[config.mk]
export PLATFORM = sky130hd
export DESIGN_NAME = riscv_rf_mp
export DESIGN_NICKNAME = d
export VERILOG_FILES = /design/src/rtl/riscv_rf_mp.sv
export SDC_FILE = /design/constraint.sdc
export NUM_CORES = 2
export LEC_CHECK = 0
export ABC_AREA = 1
export CORE_MARGIN = 2
export CORE_UTILIZATION = 35
export DETAILED_ROUTE_END_ITERATION = 8
export GPL_TIMING_DRIVEN = 0
export HOLD_SLACK_MARGIN = 0.1
export RECOVER_POWER = 25
export SLEW_MARGIN = 25
export SYNTH_ARGS = -nofsm -noshare
export SYNTH_HDL_FRONTEND = slang
export SYNTH_SLANG_ARGS = --single-unit
export TNS_END_PERCENT = 30
[constraint.sdc]
create_clock -name clk -period 1.79 [get_ports clk]
set_input_delay 0.179 -clock clk [delete_from_list [all_inputs] [get_ports clk]]
set_output_delay 0.179 -clock clk [all_outputs]
set_load 0.02 [all_outputs]
[src/rtl/riscv_rf_mp.sv]
// riscv_rf_mp: multi-port integer register file with registered, stallable read ports.
// Define RF_BYPASS_EN to forward same-edge write data into the read registers.
module riscv_rf_mp #(
  parameter int XLEN     = 32,
  parameter int NREGS    = 32,
  parameter int NRD      = 2,
  parameter int NWR      = 1,
  parameter int ZERO_REG = 1,
  localparam int AW      = $clog2(NREGS)
) (
  input  logic                 clk,
  input  logic                 rst,
  input  logic                 rd_stall_i,
  input  logic                 wr_stall_i,
  input  logic [NRD*AW-1:0]    rd_addr_i,
  output logic [NRD*XLEN-1:0]  rd_data_o,
  input  logic [NWR-1:0]       wr_en_i,
  input  logic [NWR*AW-1:0]    wr_addr_i,
  input  logic [NWR*XLEN-1:0]  wr_data_i
);

  logic [AW-1:0]       wr_addr_w [NWR];
  logic [XLEN-1:0]     wr_data_w [NWR];
  logic [NWR-1:0]      wr_commit;
  logic [XLEN-1:0]     rf_val    [NREGS];
  logic [NRD*XLEN-1:0] rd_data_d;
  logic [NRD*XLEN-1:0] rd_data_q;

  for (genvar gi = 0; gi < NWR; gi++) begin : g_wr
    assign wr_addr_w[gi] = wr_addr_i[gi*AW +: AW];
    assign wr_data_w[gi] = wr_data_i[gi*XLEN +: XLEN];
    // Writes aimed at a hardwired x0 never commit, so they can't leak through the bypass either.
    assign wr_commit[gi] = wr_en_i[gi] & ~wr_stall_i & ~rst &
                           ~((ZERO_REG != 0) && (wr_addr_w[gi] == '0));
  end

  for (genvar gi = 0; gi < NREGS; gi++) begin : g_reg
    if ((ZERO_REG != 0) && (gi == 0)) begin : g_zero
      assign rf_val[gi] = '0;
    end else begin : g_store
      logic [XLEN-1:0] val_q;
      logic [XLEN-1:0] val_d;

      // Ascending scan: the highest-indexed port hitting this register is applied last and wins.
      always_comb begin
        val_d = val_q;
        for (int w = 0; w < NWR; w++) begin
          if (wr_commit[w] && (wr_addr_w[w] == AW'(gi))) begin
            val_d = wr_data_w[w];
          end
        end
      end

      always_ff @(posedge clk) begin
        if (rst) begin
          val_q <= '0;
        end else begin
          val_q <= val_d;
        end
      end

      assign rf_val[gi] = val_q;
    end
  end

  for (genvar gi = 0; gi < NRD; gi++) begin : g_rd
    logic [AW-1:0]   addr;
    logic [XLEN-1:0] val;

    assign addr = rd_addr_i[gi*AW +: AW];
`ifdef RF_BYPASS_EN
    always_comb begin
      val = rf_val[addr];
      for (int w = 0; w < NWR; w++) begin
        if (wr_commit[w] && (wr_addr_w[w] == addr)) begin
          val = wr_data_w[w];
        end
      end
    end
`else
    assign val = rf_val[addr];
`endif
    assign rd_data_d[gi*XLEN +: XLEN] = val;
  end

  always_ff @(posedge clk) begin
    if (rst) begin
      rd_data_q <= '0;
    end else if (!rd_stall_i) begin
      rd_data_q <= rd_data_d;
    end
  end

  assign rd_data_o = rd_data_q;

endmodule

After elaboration in Yosys (flattened, before gate mapping)
Index checks and enable logic that the tools add are counted.
Word-level totals
  logic and storage cells: 111
  bits in registers: 1056
  bits of input ports: 52
Operators by class
  equality and inequality tests: 31
  magnitude comparators: 2
  muxes and demuxes: 6
  reductions and logical operators: 32
  bitwise gates (word level): 8
Operator list (number)
  $bmux W32 S5: 2
  $mux W32: 4
  $eq A5 B5 Y1 const B: 16
  $eq A5 B4 Y1 const B: 8
  $logic_and A1 B1 Y1: 31
  $eq A5 B3 Y1 const B: 4
  $ge A6 B6 Y1 const B: 2
  $not A5 Y6: 2
  $eq A5 B2 Y1 const B: 2
  $eq A5 B1 Y1 const B: 1
  $logic_not A5 Y1: 1
  $and A1 B1 Y1: 3
  $not A1 Y1: 3

Longest topological paths before layout
  depth in word-level cells: 5
  depth in mapped cells: 12
  depth with buffers taken out: 8

Worst setup path after synthesis
No wires, ideal clock.
  path type: input-to-reg
  from: input wr_stall_i
  to: register g_reg[18].g_store.val_q[13]
  cell stages on the path: 7
  slack: 0.325 ns
  arrival time: 1.348 ns
  library setup time: 0.118 ns
  data required time: 1.672 ns
  cell sequence: nor3b_4 > nand2_8 > clkinv_8 > nand2_8 > buf_6 > o21ai_1 > a21oi_2
Between the ends
  cells in the longest elaborated chain, start to end: 5
Ends and longest elaborated chain
  start, declared: line 14  | input logic wr_stall_i,
  $not A1 Y1: line 33  | assign wr_commit[gi] = wr_en_i[gi] & ~wr_stall_i & ~rst &
  $and A1 B1 Y1 (3 in series): line 33
  $logic_and A1 B1 Y1: line 48  | if (wr_commit[w] && (wr_addr_w[w] == AW'(gi))) begin
  end signal, assigned: line 58  | val_q <= val_d;
  end, declared: line 41  | logic [XLEN-1:0] val_q;
Every way passes these cells.
A chain may end at the register's enable or synchronous reset.

Final worst setup path
  from: input rd_addr_i[3]
  to: register rd_data_q[24], in the netlist rd_data_o[24]
Between the ends
  cells in the longest elaborated chain, start to end: 4
Ends and longest elaborated chain
  start, declared: line 15  | input logic [NRD*AW-1:0] rd_addr_i,
  $not A5 Y6 (not written as such): line 81  | assign val = rf_val[addr];
  $bmux W32 S5: line 81
  $mux W32 (not written as such) (2 in series): line 81
  end signal, assigned: line 90  | rd_data_q <= rd_data_d;
  end, declared: line 27  | logic [NRD*XLEN-1:0] rd_data_q;
Every way passes these cells. The select of a mux whose other input is x is not followed.

==> impl_metrics.env <==
export IMPL_maxSlewViolCount=0
export IMPL_status="finished with violations"
export IMPL_critPathMaxFanout=10
export IMPL_violations="negative setup slack"
export IMPL_routed_via_density=6.12
export IMPL_multiInputGateArea_sq_um=28700
export IMPL_final_layout_size_suffix_gt1_share_pct=11.0
export IMPL_cp_data_arrival_time_ns=2.69
export IMPL_die_area_sq_um=168000
export IMPL_synthFlopType="dfxtp_1"
export IMPL_synth_area_top_cells="dfxtp_1 (37%), nand3_1 (17%), nand2_1 (13%)"
export IMPL_gp_congestion=1.06
export IMPL_first_pass_iters=7
export IMPL_netlist_area_sq_um=57500
export IMPL_nets=9294
export IMPL_fin_tns_setup_ns=-10.26
export IMPL_skew_ns=0.0379
export IMPL_grt_pass1_vias=63436
export IMPL_crit_top_cell="nand3_1"
export IMPL_cp_slowest_stage_delay_ns=0.75
export IMPL_ctsRootBufferMaster="clkbuf_16"
export IMPL_fmax_mhz=512
export IMPL_grt_max_degree=17
export IMPL_path_cells="clkdlybuf4s50_1 > inv_2 > clkbuf_1 > nand3_1 > nand3_1 > nand2_1 > a21oi_1"
export IMPL_crit_slowest_cell="clkbuf_1"
export IMPL_critical_path_buf_inv_count=3
export IMPL_place_ws_ns=-2.11
export IMPL_cts_tree="done"
export IMPL_finalSetupViolCount=216
export IMPL_fillCellCount=17770
export IMPL_yosysMostFrequentCell="nand2_1"
export IMPL_syn2layout_area_growth_pct=17.8
export IMPL_synth_edff_count=0
export IMPL_antenna_found_initial=53
export IMPL_grt_use_total_pct=46.8
export IMPL_synth_top_area_share_pct=36.7
export IMPL_drtIter0Drc=12063
export IMPL_worstPathRequired_ns=2.52
export IMPL_cellPowerDensity_nw_per_um2=948
export IMPL_max_clock_path_buffers=3
export IMPL_finalWirelength_microns=407000
export IMPL_vias=70555
export IMPL_post_drt_wl_per_cell_microns=35.3
export IMPL_yosysWarnings=0
export IMPL_io_buffers=109
export IMPL_drc=0
export IMPL_ys_async_sr_fraction_pct=0
export IMPL_finalWorstSetupSlack_ns=-0.164
export IMPL_synth_cells=8963
export IMPL_rsz0062_at_grt="true"
export IMPL_startpoint_type="input pin"
export IMPL_fin_crit_ns=1.95
export IMPL_cap_violations=0
export IMPL_fin_crit_sh_pct=109
export IMPL_coreArea_sq_um=163000
export IMPL_worst_slew_pin_slew_ns=1.21
export IMPL_worstSetupPathType="input pin to register"
export IMPL_syn_num_nets=9015
export IMPL_htreeDepth=4
export IMPL_final_area_sq_um=67800
export IMPL_postCtsSetupBuffers=0
export IMPL_insertion_delay_ns=0.84
export IMPL_die_h_microns=409
export IMPL_ys_seq_area_share_pct=36.7
export IMPL_placed_area_sq_um=62200
export IMPL_ir_drop_mv=1.14
export IMPL_start_util_pct=35.3
export IMPL_fp_dieW_microns=409
export IMPL_rows=148
export IMPL_seq_area_sq_um=21200
export IMPL_grt_overflow=0
export IMPL_synth_distinct_cells=27
export IMPL_grt_pass1_wl_microns=541000
export IMPL_crit_path_end_kind="register"
export IMPL_ios=116
export IMPL_p_leak_nw=30.4
export IMPL_path_clk_slew_ns=0.06
export IMPL_cts_sinks=1056
export IMPL_ys_top_cells_by_count="nand2_1 (1,988), nand3_1 (1,920), dfxtp_1 (1,056), a21oi_1 (1,047), inv_1 (974)"
export IMPL_crit_family="buffers and inverters"
export IMPL_avgSynthCellArea_sq_um=6.42
export IMPL_ant_nets=0
export IMPL_hold_violations=0
export IMPL_synth_seq_cells=1056
export IMPL_min_path_type="input pin to register"
export IMPL_place_hpwl_microns=313000
export IMPL_max_slew_margin_pct=19.5
export IMPL_yosysTopAreaCell="dfxtp_1"
export IMPL_cts_buffers_inserted=135
## sequential cells by signal, indices dropped and copies added (netlist names)
name / cells
g.g_store.val_q: 992
rd_data_o: 64
## routing by layer
| layer | track usage [%] | wire length [microns] |
|---|---|---|
| met3 | 12.5 | 51700 |
| met4 | 32.0 | 33800 |
| met5 | 0 | 181 |
| met2 | 64.7 | 159000 |
| met1 | 63.0 | 162000 |
## metrics by stage
step,hold WS [ns],utilization [%],power [mW],instances
2_1_floorplan,0.352,-,28.9,8963
3_3_place_gp,0.460,37.7,34.1,11247
3_5_place_dp,0.467,38.2,34.3,11279
4_1_cts,0.157,41.5,63.5,11516
5_1_grt,0.154,41.6,65.0,11520
6_report,0.100,41.6,64.2,11534
## cell usage in the layout (no fill, tap or decap), drive strengths merged, types with 41 or more instances in the layout
master         instances
a21oi               1056
buf                  381
clkbuf               657
clkdlybuf4s50         41
clkinv                52
dfxtp               1056
dlygate4sd2           58
inv                  993
nand2               2004
nand3               1921
o21ai               1056
## worst min-delay path, cell delays in order
cell      delay [ns]
clkbuf_2        0.38
o21ai_0         0.28
a21oi_1         0.05
## what timing repair did
item,CTS,global route
endpoints found under the hold margin,0,1
resized for setup,465,167
hold buffers,0,1
endpoints found under the setup margin,980,402
## cell type report
type | count | share of cell area [%]
diodes | 17 | 0.0628
clock inverters | 40 | 0.862
plain buffers | 812 | 7.24
well taps | 2175 | 4.02
repair buffers | 142 | 2.59
clock buffers | 197 | 5.98
inverters | 1021 | 5.72
multi-input cells | 6074 | 42.3
flip-flops and latches | 1056 | 31.2
## cells by family (layout without fill, tap and decap cells)
logic type	Yosys count	count (layout)	synth area share, %
simple gates	3962	3962	31.0
compound gates	2112	2112	18.4
buf+inv	1833	2212	13.8
flops	1056	1056	36.7
other cells	0	17	0
## worst paths after layout
check / start / end / slack (ns) / depth (start not counted)
worst max-delay path: rd_addr_i[3] / rd_data_o[24]$_SDFFE_PP0N_ / -0.16 / 7
worst min-delay path: wr_data_i[0] / g_reg[24].g_store.val_q[0]$_SDFFE_PP0P_ / 0.10 / 3
worst max register to register: g_reg[17].g_store.val_q[16]$_SDFFE_PP0P_ / rd_data_o[16]$_SDFFE_PP0N_ / 0.11 / 8
worst min register to register: g_reg[31].g_store.val_q[6]$_SDFFE_PP0P_ / g_reg[31].g_store.val_q[6]$_SDFFE_PP0P_ / 0.48 / 2
## where the power goes
part | internal (mW) | total (mW) | switching [mW]
Sequential | 23.7 | 23.9 | 0.159
Combinational | 2.43 | 10.8 | 8.32
Clock | 17.6 | 29.6 | 12.1
(Power assumes the default switching activity.)
